### config.mk
export PLATFORM = sky130hd
export DESIGN_NAME = spgd_iter_sequencer
export DESIGN_NICKNAME = d
export VERILOG_FILES = /design/src/rtl/spgd_iter_sequencer_pkg.sv /design/src/rtl/spgd_sat_addsub.sv /design/src/rtl/spgd_iter_sequencer.sv
export SDC_FILE = /design/constraint.sdc
export NUM_CORES = 1
export LEC_CHECK = 0
export BUFFER_PORTS_ARGS = -buffer_cell sky130_fd_sc_hd__buf_4
export CAP_MARGIN = 20
export CORE_MARGIN = 1.5
export CORE_UTILIZATION = 40
export CTS_CLUSTER_DIAMETER = 80
export DETAILED_ROUTE_END_ITERATION = 6
export GPL_TIMING_DRIVEN = 0
export HOLD_SLACK_MARGIN = 0.08
export MAX_ROUTING_LAYER = met4
export REMOVE_ABC_BUFFERS = 1
export SETUP_SLACK_MARGIN = 0.1
export SYNTH_ARGS = -nofsm -noshare
export SYNTH_HDL_FRONTEND = slang
export SYNTH_HIERARCHICAL = 1
export SYNTH_SLANG_ARGS = --single-unit
export TNS_END_PERCENT = 20
### constraint.sdc
create_clock -name ADC_CLK -period 18.1 [get_ports ADC_CLK]
set_input_delay 2.715 -clock ADC_CLK [delete_from_list [all_inputs] [get_ports ADC_CLK]]
set_output_delay 2.715 -clock ADC_CLK [all_outputs]
set_load 0.01 [all_outputs]
### src/rtl/spgd_iter_sequencer_pkg.sv
// SPGD iteration sequencer shared definitions.
// State encoding, LFSR seed and LFSR step.
package spgd_iter_sequencer_pkg;

    typedef enum logic [2:0] {
        S_IDLE,
        S_SET_P,
        S_SETTLE_P,
        S_MEAS_P,
        S_SET_M,
        S_SETTLE_M,
        S_MEAS_M,
        S_UPDATE
    } state_t;

    localparam logic [15:0] LFSR_SEED = 16'hACE1;

    // x^16+x^14+x^13+x^11+1, right-shifting Fibonacci form
    function automatic logic [15:0] lfsr_step(input logic [15:0] v);
        return {v[0] ^ v[2] ^ v[3] ^ v[5], v[15:1]};
    endfunction

endpackage

### src/rtl/spgd_sat_addsub.sv
// Unsigned DAC code plus/minus a signed offset.
// Computed at full width, then clamped to [0, 2^DW-1].
module spgd_sat_addsub #(
    parameter int DW = 14,
    parameter int OW = 25
) (
    input  logic [DW-1:0]        code,
    input  logic signed [OW-1:0] offset,
    input  logic                 neg,
    output logic [DW-1:0]        result
);

    localparam int W = ((OW > DW) ? OW : DW) + 2;

    logic signed [W-1:0] base;
    logic signed [W-1:0] off;
    logic signed [W-1:0] sum;

    assign base = $signed({{(W-DW){1'b0}}, code});
    assign off  = {{(W-OW){offset[OW-1]}}, offset};
    assign sum  = neg ? (base - off) : (base + off);

    // clamp: negative -> 0, above code range -> all ones
    always_comb begin
        if (sum[W-1]) begin
            result = '0;
        end else if (|sum[W-2:DW]) begin
            result = '1;
        end else begin
            result = sum[DW-1:0];
        end
    end

endmodule

### src/rtl/spgd_iter_sequencer.sv
// SPGD iteration sequencer: dither both DACs +/-, average
// the metric for each sign, then step the controls.
module spgd_iter_sequencer
    import spgd_iter_sequencer_pkg::*;
#(
    parameter int DAC_WIDTH     = 14,
    parameter int METRIC_WIDTH  = 24,
    parameter int SETTLE_CYCLES = 64,
    parameter int TIMEOUT       = 8192
) (
    input  logic                    ADC_CLK,
    input  logic                    RST_N,
    input  logic                    EN,
    input  logic [DAC_WIDTH-3:0]    DITHER_AMP,
    input  logic [3:0]              GAIN_SHIFT,
    output logic                    AVG_START,
    input  logic                    AVG_DONE,
    input  logic [METRIC_WIDTH-1:0] AVG_SUM,
    output logic [DAC_WIDTH-1:0]    DACA_CODE_OUT,
    output logic [DAC_WIDTH-1:0]    DACB_CODE_OUT,
    output logic                    BUSY,
    output logic [15:0]             ITER_COUNT,
    output logic                    TIMEOUT_ERR
);

    localparam int CNT_MAX =
        (TIMEOUT > SETTLE_CYCLES) ? TIMEOUT : SETTLE_CYCLES;
    localparam int CNT_W = $clog2(CNT_MAX + 1);

    localparam logic [CNT_W-1:0] SETTLE_LAST = CNT_W'(SETTLE_CYCLES - 1);
    localparam logic [CNT_W-1:0] TMO_LAST    = CNT_W'(TIMEOUT - 1);

    localparam logic [DAC_WIDTH-1:0] MID =
        {1'b1, {(DAC_WIDTH-1){1'b0}}};

    state_t                  state;
    logic [DAC_WIDTH-1:0]    ua;
    logic [DAC_WIDTH-1:0]    ub;
    logic [METRIC_WIDTH-1:0] jp;
    logic [METRIC_WIDTH-1:0] jm;
    logic [DAC_WIDTH-3:0]    amp;
    logic [3:0]              gsh;
    logic [15:0]             lfsr;
    logic [CNT_W-1:0]        cnt;

    logic                        sa;
    logic                        sb;
    logic                        dith_sub;
    logic signed [DAC_WIDTH-2:0] dith_off;
    logic [DAC_WIDTH-1:0]        dith_a;
    logic [DAC_WIDTH-1:0]        dith_b;
    logic signed [METRIC_WIDTH:0] dj;
    logic signed [METRIC_WIDTH:0] step;
    logic [DAC_WIDTH-1:0]        upd_a;
    logic [DAC_WIDTH-1:0]        upd_b;
    logic                        abort;

    assign sa       = lfsr[0];
    assign sb       = lfsr[1];
    assign dith_sub = (state == S_SET_M);
    assign dith_off = {1'b0, amp};
    assign dj       = $signed({1'b0, jp}) - $signed({1'b0, jm});
    assign step     = dj >>> gsh;
    assign BUSY     = (state != S_IDLE);
    assign abort    = !EN && (state != S_IDLE) && (state != S_UPDATE);

    spgd_sat_addsub #(.DW(DAC_WIDTH), .OW(DAC_WIDTH-1)) u_dith_a (
        .code   (ua),
        .offset (dith_off),
        .neg    (dith_sub ? sa : ~sa),
        .result (dith_a)
    );

    spgd_sat_addsub #(.DW(DAC_WIDTH), .OW(DAC_WIDTH-1)) u_dith_b (
        .code   (ub),
        .offset (dith_off),
        .neg    (dith_sub ? sb : ~sb),
        .result (dith_b)
    );

    spgd_sat_addsub #(.DW(DAC_WIDTH), .OW(METRIC_WIDTH+1)) u_upd_a (
        .code   (ua),
        .offset (step),
        .neg    (~sa),
        .result (upd_a)
    );

    spgd_sat_addsub #(.DW(DAC_WIDTH), .OW(METRIC_WIDTH+1)) u_upd_b (
        .code   (ub),
        .offset (step),
        .neg    (~sb),
        .result (upd_b)
    );

    // iteration FSM with settle/timeout counter and registered outputs
    always_ff @(posedge ADC_CLK or negedge RST_N) begin
        if (!RST_N) begin
            state         <= S_IDLE;
            ua            <= MID;
            ub            <= MID;
            DACA_CODE_OUT <= MID;
            DACB_CODE_OUT <= MID;
            jp            <= '0;
            jm            <= '0;
            amp           <= '0;
            gsh           <= '0;
            lfsr          <= LFSR_SEED;
            cnt           <= '0;
            AVG_START     <= 1'b0;
            ITER_COUNT    <= '0;
            TIMEOUT_ERR   <= 1'b0;
        end else begin
            AVG_START <= 1'b0;
            if (abort) begin
                // EN dropped: discard the iteration, any AVG_DONE included
                state         <= S_IDLE;
                DACA_CODE_OUT <= ua;
                DACB_CODE_OUT <= ub;
                cnt           <= '0;
            end else begin
                unique case (state)
                    S_IDLE: begin
                        amp <= DITHER_AMP;
                        gsh <= GAIN_SHIFT;
                        cnt <= '0;
                        if (EN) begin
                            state <= S_SET_P;
                        end
                    end
                    S_SET_P, S_SET_M: begin
                        DACA_CODE_OUT <= dith_a;
                        DACB_CODE_OUT <= dith_b;
                        cnt           <= '0;
                        state         <= dith_sub ? S_SETTLE_M : S_SETTLE_P;
                    end
                    S_SETTLE_P, S_SETTLE_M: begin
                        if (cnt == SETTLE_LAST) begin
                            cnt       <= '0;
                            AVG_START <= 1'b1;
                            state     <= (state == S_SETTLE_P) ? S_MEAS_P
                                                               : S_MEAS_M;
                        end else begin
                            cnt <= cnt + 1'b1;
                        end
                    end
                    S_MEAS_P, S_MEAS_M: begin
                        if (AVG_DONE) begin
                            cnt <= '0;
                            if (state == S_MEAS_P) begin
                                jp    <= AVG_SUM;
                                state <= S_SET_M;
                            end else begin
                                jm    <= AVG_SUM;
                                state <= S_UPDATE;
                            end
                        end else if (cnt == TMO_LAST) begin
                            TIMEOUT_ERR   <= 1'b1;
                            DACA_CODE_OUT <= ua;
                            DACB_CODE_OUT <= ub;
                            cnt           <= '0;
                            state         <= S_IDLE;
                        end else begin
                            cnt <= cnt + 1'b1;
                        end
                    end
                    S_UPDATE: begin
                        ua            <= upd_a;
                        ub            <= upd_b;
                        DACA_CODE_OUT <= upd_a;
                        DACB_CODE_OUT <= upd_b;
                        ITER_COUNT    <= ITER_COUNT + 16'd1;
                        lfsr          <= lfsr_step(lfsr);
                        amp           <= DITHER_AMP;
                        gsh           <= GAIN_SHIFT;
                        cnt           <= '0;
                        state         <= EN ? S_SET_P : S_IDLE;
                    end
                endcase
            end
        end
    end

endmodule
==> results.md, run 1 <==
- Status: finished, final reports clean
- Fin crit share: between 40% and 50%
- Initial core utilization: 40.5%
- Cell types with the largest area share after synthesis: dfrtp_1 24%, nand2_1 7.9%, ha_1 6.5%, xnor2_1 5.7%, a21oi_1 4.2%
- Number of global-route vias before repair: between 10000 and 15000
- Leading cell type in the layout, fill and taps excluded: nand2_1
- Count of cells resized by post-cts repair: 0
- Worst-skew pair later-pin latency: 0.51 ns
- Kind of launch point of the worst setup path: register
- Standard-cell rows: 74
- Cell area after synthesis: 16500 sq um
- Number of hold violations in the final report: 0
- Total wire length: approximately 45000 um
- Arrival time of the worst setup path: 9.38 ns
- Number of vias per cell after detailed routing: 5.78
- Ys async rst share: 100%
- Slew of the pin with the lowest slew margin: between 1 and 1.5 ns
- Initial drt markers: 950
- Register-to-Register Path Depth: 28
- Unrepaired setup endpoints after global routing: false
- Final number of max-transition violations: 0
- Number of sinks on the clock net: 171
- Core Box Area: 40700 sq um
- Clock tree from TritonCTS: done
- Delay of the slowest critical-path stage: around 1.1 ns
- Leading cell types in the layout, fill and taps excluded: 346 x nand2_1, 159 x dfrtp_1, 152 x nor2_1, 139 x a21oi_1, 116 x o21ai_0
- Die Outline Area: approximately 42000 sq um
- IO Pins: 91
- Initial antenna violation count: 0
- Worst hold-check path type: register to register
- WL per Instance: 17.2 um
- Library cell with the largest summed area after synthesis: dfrtp_1
- DP Worst Slack: just over 9 ns
- #FFs+latches synth: approximately 170
- Worst-case clock skew: 0.0276 ns
- Proportion of layout cells with a drive suffix above 1: 15.2%
- Layout-stage area growth over the synthesis result: 11.6%
- Post-Syn Area per Cell: 8.10 sq um
- Clock buffers created by TritonCTS: 17
- Number of cells traversed by the worst hold path: 2
- Clock transition at the register clock pins on the worst setup and hold paths after CTS: 0.07 ns
- Remaining design rule violation count: 0
- Number of nets in the layout: 2216
- Finished Cell Area: 18400 sq um
- Area of placed instances: 17700 sq um
- Setup_tns: 0 ns
- Number of instances in the synthesized netlist: 2037
- Total routing resource utilization after global routing: 22.5%
- Count of final setup violators: 0
- Minimum setup slack among reg-to-reg paths: 9.09 ns
- Finished Layout Cells: around 2600
- Clock H-tree levels: 4
- Chip Height: 206 um
- Crit path kind: register to register
- Hold EP: lfsr[5]
- Quantity of hold-fixing buffers added after cts: 0
- Max-capacitance violation count: 0
- Post-synth top flop: dfrtp_1
- EDFF count, synth: 0
- Detailed placer's ending HPWL: around 34000 um
- Cell with the biggest individual delay on the critical path: o41ai_4
- Placed insts: 2589
- Required @ worst endpoint: 18.47 ns
- Number of port buffers: 90
- Total inserted antenna cells: 0
- Largest fanout of any net on the critical path: 14
- Root buffer selected by CTS: clkbuf_16
- Clock tree buffer depth: 2
- Top cell type's share of synthesized area: ~24%
- Reg2Reg Capture Point: DACA_CODE_OUT[0]
- Worst slew margin relative to its limit: 26.1%
- Antenna viol nets, final: 0
- Total iterations of the first detailed-routing run: 5
- Post-CTS setup repair buffer count: 0
- GP Congestion: roughly 0.89
- Maximum clock frequency: roughly 110 MHz
- Sequential cell area fraction in the yosys report: about a quarter
- Crit. End Element: register
- Global-route wire length before repair: 74300 um
- Die width: 206 um
- Residual overflow from global routing: 0
- Launch instance of the worst register-to-register path: jm[0]
- Startpoint of the worst hold path: lfsr[6]
- Number of warnings printed during yosys synthesis: 6
- Synth unique cells: 118
- Maximum number of pins on one net before global-route repair: 89
- Total number of vias: 15200
- Worst path setup slack after routing: around 9 ns
- Shortest clock period the worst path allows after layout: around 9 ns
cells in the mapped netlist (all sizes together) (11+ instances only):
master and count:
dfstp 12, nor2 157, xor2 44, or3 16, buf 24, xnor2 108, nand2b 24, o41ai 11
nand4 17, nand2 347, mux2 51, a41oi 28, clkbuf 74, nor3 54, nor2b 21, ha 86
a21o 26, mux2i 20, nor4 25, and2 13, o211ai 17, o31ai 14, and3 18, mux4 11
nand3 35, a31oi 37, or4 14, a211oi 53, dfrtp 159, inv 83, a21oi 142, o21ai 120
o21a 19
worst max-delay path by stage:
stage,start,end,slack (ns),cells after the start
2_1_floorplan,jm[0],DACA_CODE_OUT[0],10.11,28
3_3_place_gp,gsh[1],DACA_CODE_OUT[0],8.00,22
3_5_place_dp,jm[0],DACA_CODE_OUT[0],9.14,28
4_1_cts,jm[0],DACA_CODE_OUT[0],9.11,28
5_1_grt,jm[0],DACA_CODE_OUT[3],8.55,28
6_report,jm[0],DACA_CODE_OUT[0],9.09,28
critical path: cells and delay by family (launching register included):
| kind | cells | cell delay (ns) |
|---|---|---|
| DFF | 1 | 0.39 |
| AOI/OAI and AO/OA | 12 | 3.77 |
| adders and majority gates | 4 | 1.28 |
| buffers and inverters | 1 | 0.12 |
| xor gates and xnor gates | 2 | 0.34 |
| muxes | 2 | 0.94 |
| and+or+nand+nor | 7 | 2.05 |
layout make-up:
class	count	area, sq um
Fill cell	4061	22300
Multi-Input combinational cell	1691	11500
Sequential cell	171	4290
Timing Repair Buffer	115	1030
Tap cell	532	666
Clock buffer	19	433
Inverter	85	319
Clock inverter	12	185
registers in the layout, summed over array words and instances, names as in the netlist:
name / count
lfsr: 16
amp: 12
cnt: 14
ub: 14
gsh: 4
jp: 24
jm: 24
ITER_COUNT: 16
DACA_CODE_OUT: 14
ua: 14
TIMEOUT_ERR: 1
AVG_START: 1
DACB_CODE_OUT: 14
state: 3
cell families after synthesis:
kind of cell | share of synthesized area (%)
xor+xnor | 8.16
simple gates | 23.0
buf+inv | 4.97
compound gates | 24.5
other cells | 0.0227
mux | 6.22
fa+ha+maj | 7.13
flops | 26.0
per-layer routing:
layer	routed length [um]	share of wire [%]	global-route usage, %
met1	22000	49	30.5
met2	20500	45	34.1
met3	1850	4.1	3.47
met4	903	2.0	7.35
met5	0	0	-
through the flow:
step                      hold WS (ns)  util [%]
after global placement           0.443      42.7
after CTS                        0.455      45.1
after global routing             0.485      45.2
final                            0.453      45.2
after floorplan                  0.435         -
after detailed placement         0.443      43.5
Power of run 1 is left out: the tool's default activity adds up to more than one toggle a clock period on the data nets, which glitch-free logic cannot reach.
==> run 2, diff against run 1 <==
- clock period: 18.1 -> 8.6 ns (I/O delays scaled with it)
==> results.md, run 2 (synthesis gave the netlist of run 1 again) <==
- Status: finished, final reports clean
- Clock H-tree levels: 4 (unchanged)
- Worst-skew pair later-pin latency: 0.50 ns (about the same)
- Met2 routing resource usage after global routing: 34.0% (-0.12 points)
- GP Congestion: 0.887 (unchanged)
- Worst setup path end: DACA_CODE_OUT[0]
- First element of the critical path: jm[0]
- Maximum clock frequency: 125 MHz (+13%)
- Number of port buffers: 90 (unchanged)
- Worst slew margin relative to its limit: 31.4% (+5.3 points)
- Reg2Reg Capture Point: DACA_CODE_OUT[0]
- Standard-cell rows: 74 (unchanged)
- Delay of the slowest critical-path stage: 0.66 ns (-0.42 ns)
- Detailed placer's ending HPWL: 34100 um (unchanged)
- Clock buffers created by TritonCTS: 17 (unchanged)
- Layout fillers: 4060 (-0.025%)
- Initial antenna violation count: 0 (unchanged)
- Antenna viol nets, final: 0 (unchanged)
- Clock tree buffer depth: 2 (unchanged)
- Total number of vias: 15200 (+0.35%)
- Number of hold violations in the final report: 0 (unchanged)
- Launch instance of the worst register-to-register path: jm[0]
- Sequential Area: 4290 sq um (unchanged)
- Crit path kind: register to register
- Residual overflow from global routing: 0 (unchanged)
- Number of buffers and inverters on the critical path: 2 (+1)
- GR Util met3: 3.74% (+0.27 points)
- Family with the most delay on the worst path: compound AO/OA/AOI/OAI gates
- Worst-case clock skew: 0.0178 ns (-0.00978 ns)
- Setup_tns: 0 ns (unchanged)
- Unrepaired setup endpoints after global routing: true
- Max-capacitance violation count: 0 (unchanged)
- Footprint of the multi-input gates: 11600 sq um (+0.60%)
- Arrival time of the worst setup path: 8.36 ns (-1.02 ns)
- Quantity of hold-fixing buffers added after cts: 0 (unchanged)
- Shortest clock period the worst path allows after layout: 7.98 ns (-1.03 ns)
- Number of global-route vias before repair: 14200 (+0.014%)
- Leading cell type in the layout, fill and taps excluded: nand2_1
- Number of vias per cell after detailed routing: 5.79 (+0.24%)
- Chip Height: 206 um (unchanged)
- Die Outline Area: 42500 sq um (unchanged)
- Initial drt markers: 992 (+4.4%)
- IO Pins: 91 (unchanged)
- Fin crit share: 92.8% (+43 points)
- Minimum setup slack among reg-to-reg paths: 0.62 ns (-8.47 ns)
- Depth of the critical timing path with buffers and inverters included: 29 (+3.6%)
- Count of final setup violators: 0 (unchanged)
- Kind of launch point of the worst setup path: register
- Worst hold-check path type: register to register
- Total wire length: 45200 um (about the same)
- Remaining design rule violation count: 0 (unchanged)
- Clock transition at the register clock pins on the worst setup and hold paths after CTS: 0.07 ns (about the same)
- Crit. End Element: register
- Layout-stage area growth over the synthesis result: 12.3%
- Maximum number of pins on one net before global-route repair: 89 (unchanged)
- Required @ worst endpoint: 8.98 ns (-9.49 ns)
- Global-route wire length before repair: 74200 um (about the same)
- Final number of max-transition violations: 0 (unchanged)
- Worst Hold Slack: 0.453 ns (-0.0000100 ns)
- WL per Instance: 17.2 um (-0.18%)
- Clock tree from TritonCTS: done
- Total routing resource utilization after global routing: 22.5% (+0.070 points)
- Root buffer selected by CTS: clkbuf_16
- Die width: 206 um (unchanged)
- Met1 Use GR: 30.6% (+0.049 points)
- Leading cell types in the layout, fill and taps excluded: 346 x nand2_1, 159 x dfrtp_1, 150 x nor2_1, 139 x a21oi_1, 116 x o21ai_0
- Proportion of layout cells with a drive suffix above 1: 15.6% (+0.36 points)
- Largest fanout of any net on the critical path: 12 (-2)
- Number of sinks on the clock net: 171 (unchanged)
- Most heavily used metal layer in global routing: met2
- Core Box Area: 40700 sq um (unchanged)
- Cell with the biggest individual delay on the critical path: mux4_2
- Number of nets in the layout: 2219 (+0.14%)
- Register-to-Register Path Depth: 29 (+3.6%)
- Total iterations of the first detailed-routing run: 5 (unchanged)
- Initial core utilization: 40.5% (unchanged)
- Total inserted antenna cells: 0 (unchanged)
- Registers with the highest flip-flop counts: jm x24, jp x24
- Slew of the pin with the lowest slew margin: 1.03 ns (-0.0776 ns)
- Cell seen most often among critical-path stages: a21oi_1
## run 2: metrics by stage
stage                     util (%)  cells  instance area, sq um  worst slack (ns)
final                         45.5   2628                 18500             0.618
after global routing          45.5   2628                 18500            0.0964
after CTS                     45.2   2622                 18400             0.108
after detailed placement      43.5   2589                 17700            -0.355
after global placement        42.7   2569                 17400             -1.50
after floorplan                  -   1947                 16000             0.610
## run 2: what timing repair did
| item | CTS | global route |
|---|---|---|
| buffers inserted | 2 | 1 |
| endpoints found under the setup margin | 42 | 53 |
| pin swaps | 1 | 1 |
| cloned | 0 | 0 |
| hold endpoints to repair | 0 | 0 |
| gates resized for setup | 2 | 8 |
## run 2: layout make-up
| class | instances | area share (%) |
|---|---|---|
| Multi-Input combinational cell | 1691 | 62.4 |
| Sequential cell | 171 | 23.2 |
| Inverter | 85 | 1.72 |
| Clock buffer | 19 | 2.34 |
| Timing Repair Buffer | 118 | 5.81 |
| Tap cell | 532 | 3.59 |
| Clock inverter | 12 | 0.999 |
## run 2: worst min-delay path: stages, from the launching register on
cell and delay [ns]:
dfstp_2 0.37, nand2_1 0.05, nand2_1 0.04
## run 2: worst min-delay path by stage
stage                    end  slack [ns]      from  cells past startpoint
global placement     lfsr[5]        0.44   lfsr[6]                      2
detailed placement   lfsr[5]        0.44   lfsr[6]                      2
CTS                  lfsr[5]        0.45   lfsr[6]                      2
finish               lfsr[5]        0.45   lfsr[6]                      2
floorplan           lfsr[10]        0.43  lfsr[11]                      2
global route         lfsr[5]        0.49   lfsr[6]                      2
## run 2: routing by layer
| metal | vias up | wire length (um) | part of all wire (%) |
|---|---|---|---|
| met5 | - | 0 | 0 |
| met1 | 7295 | 21900 | 48 |
| li1 | 7496 | - | - |
| met4 | 0 | 971 | 2.1 |
| met3 | 67 | 2030 | 4.5 |
| met2 | 357 | 20300 | 45 |
Power of run 2 is left out for the same reason.
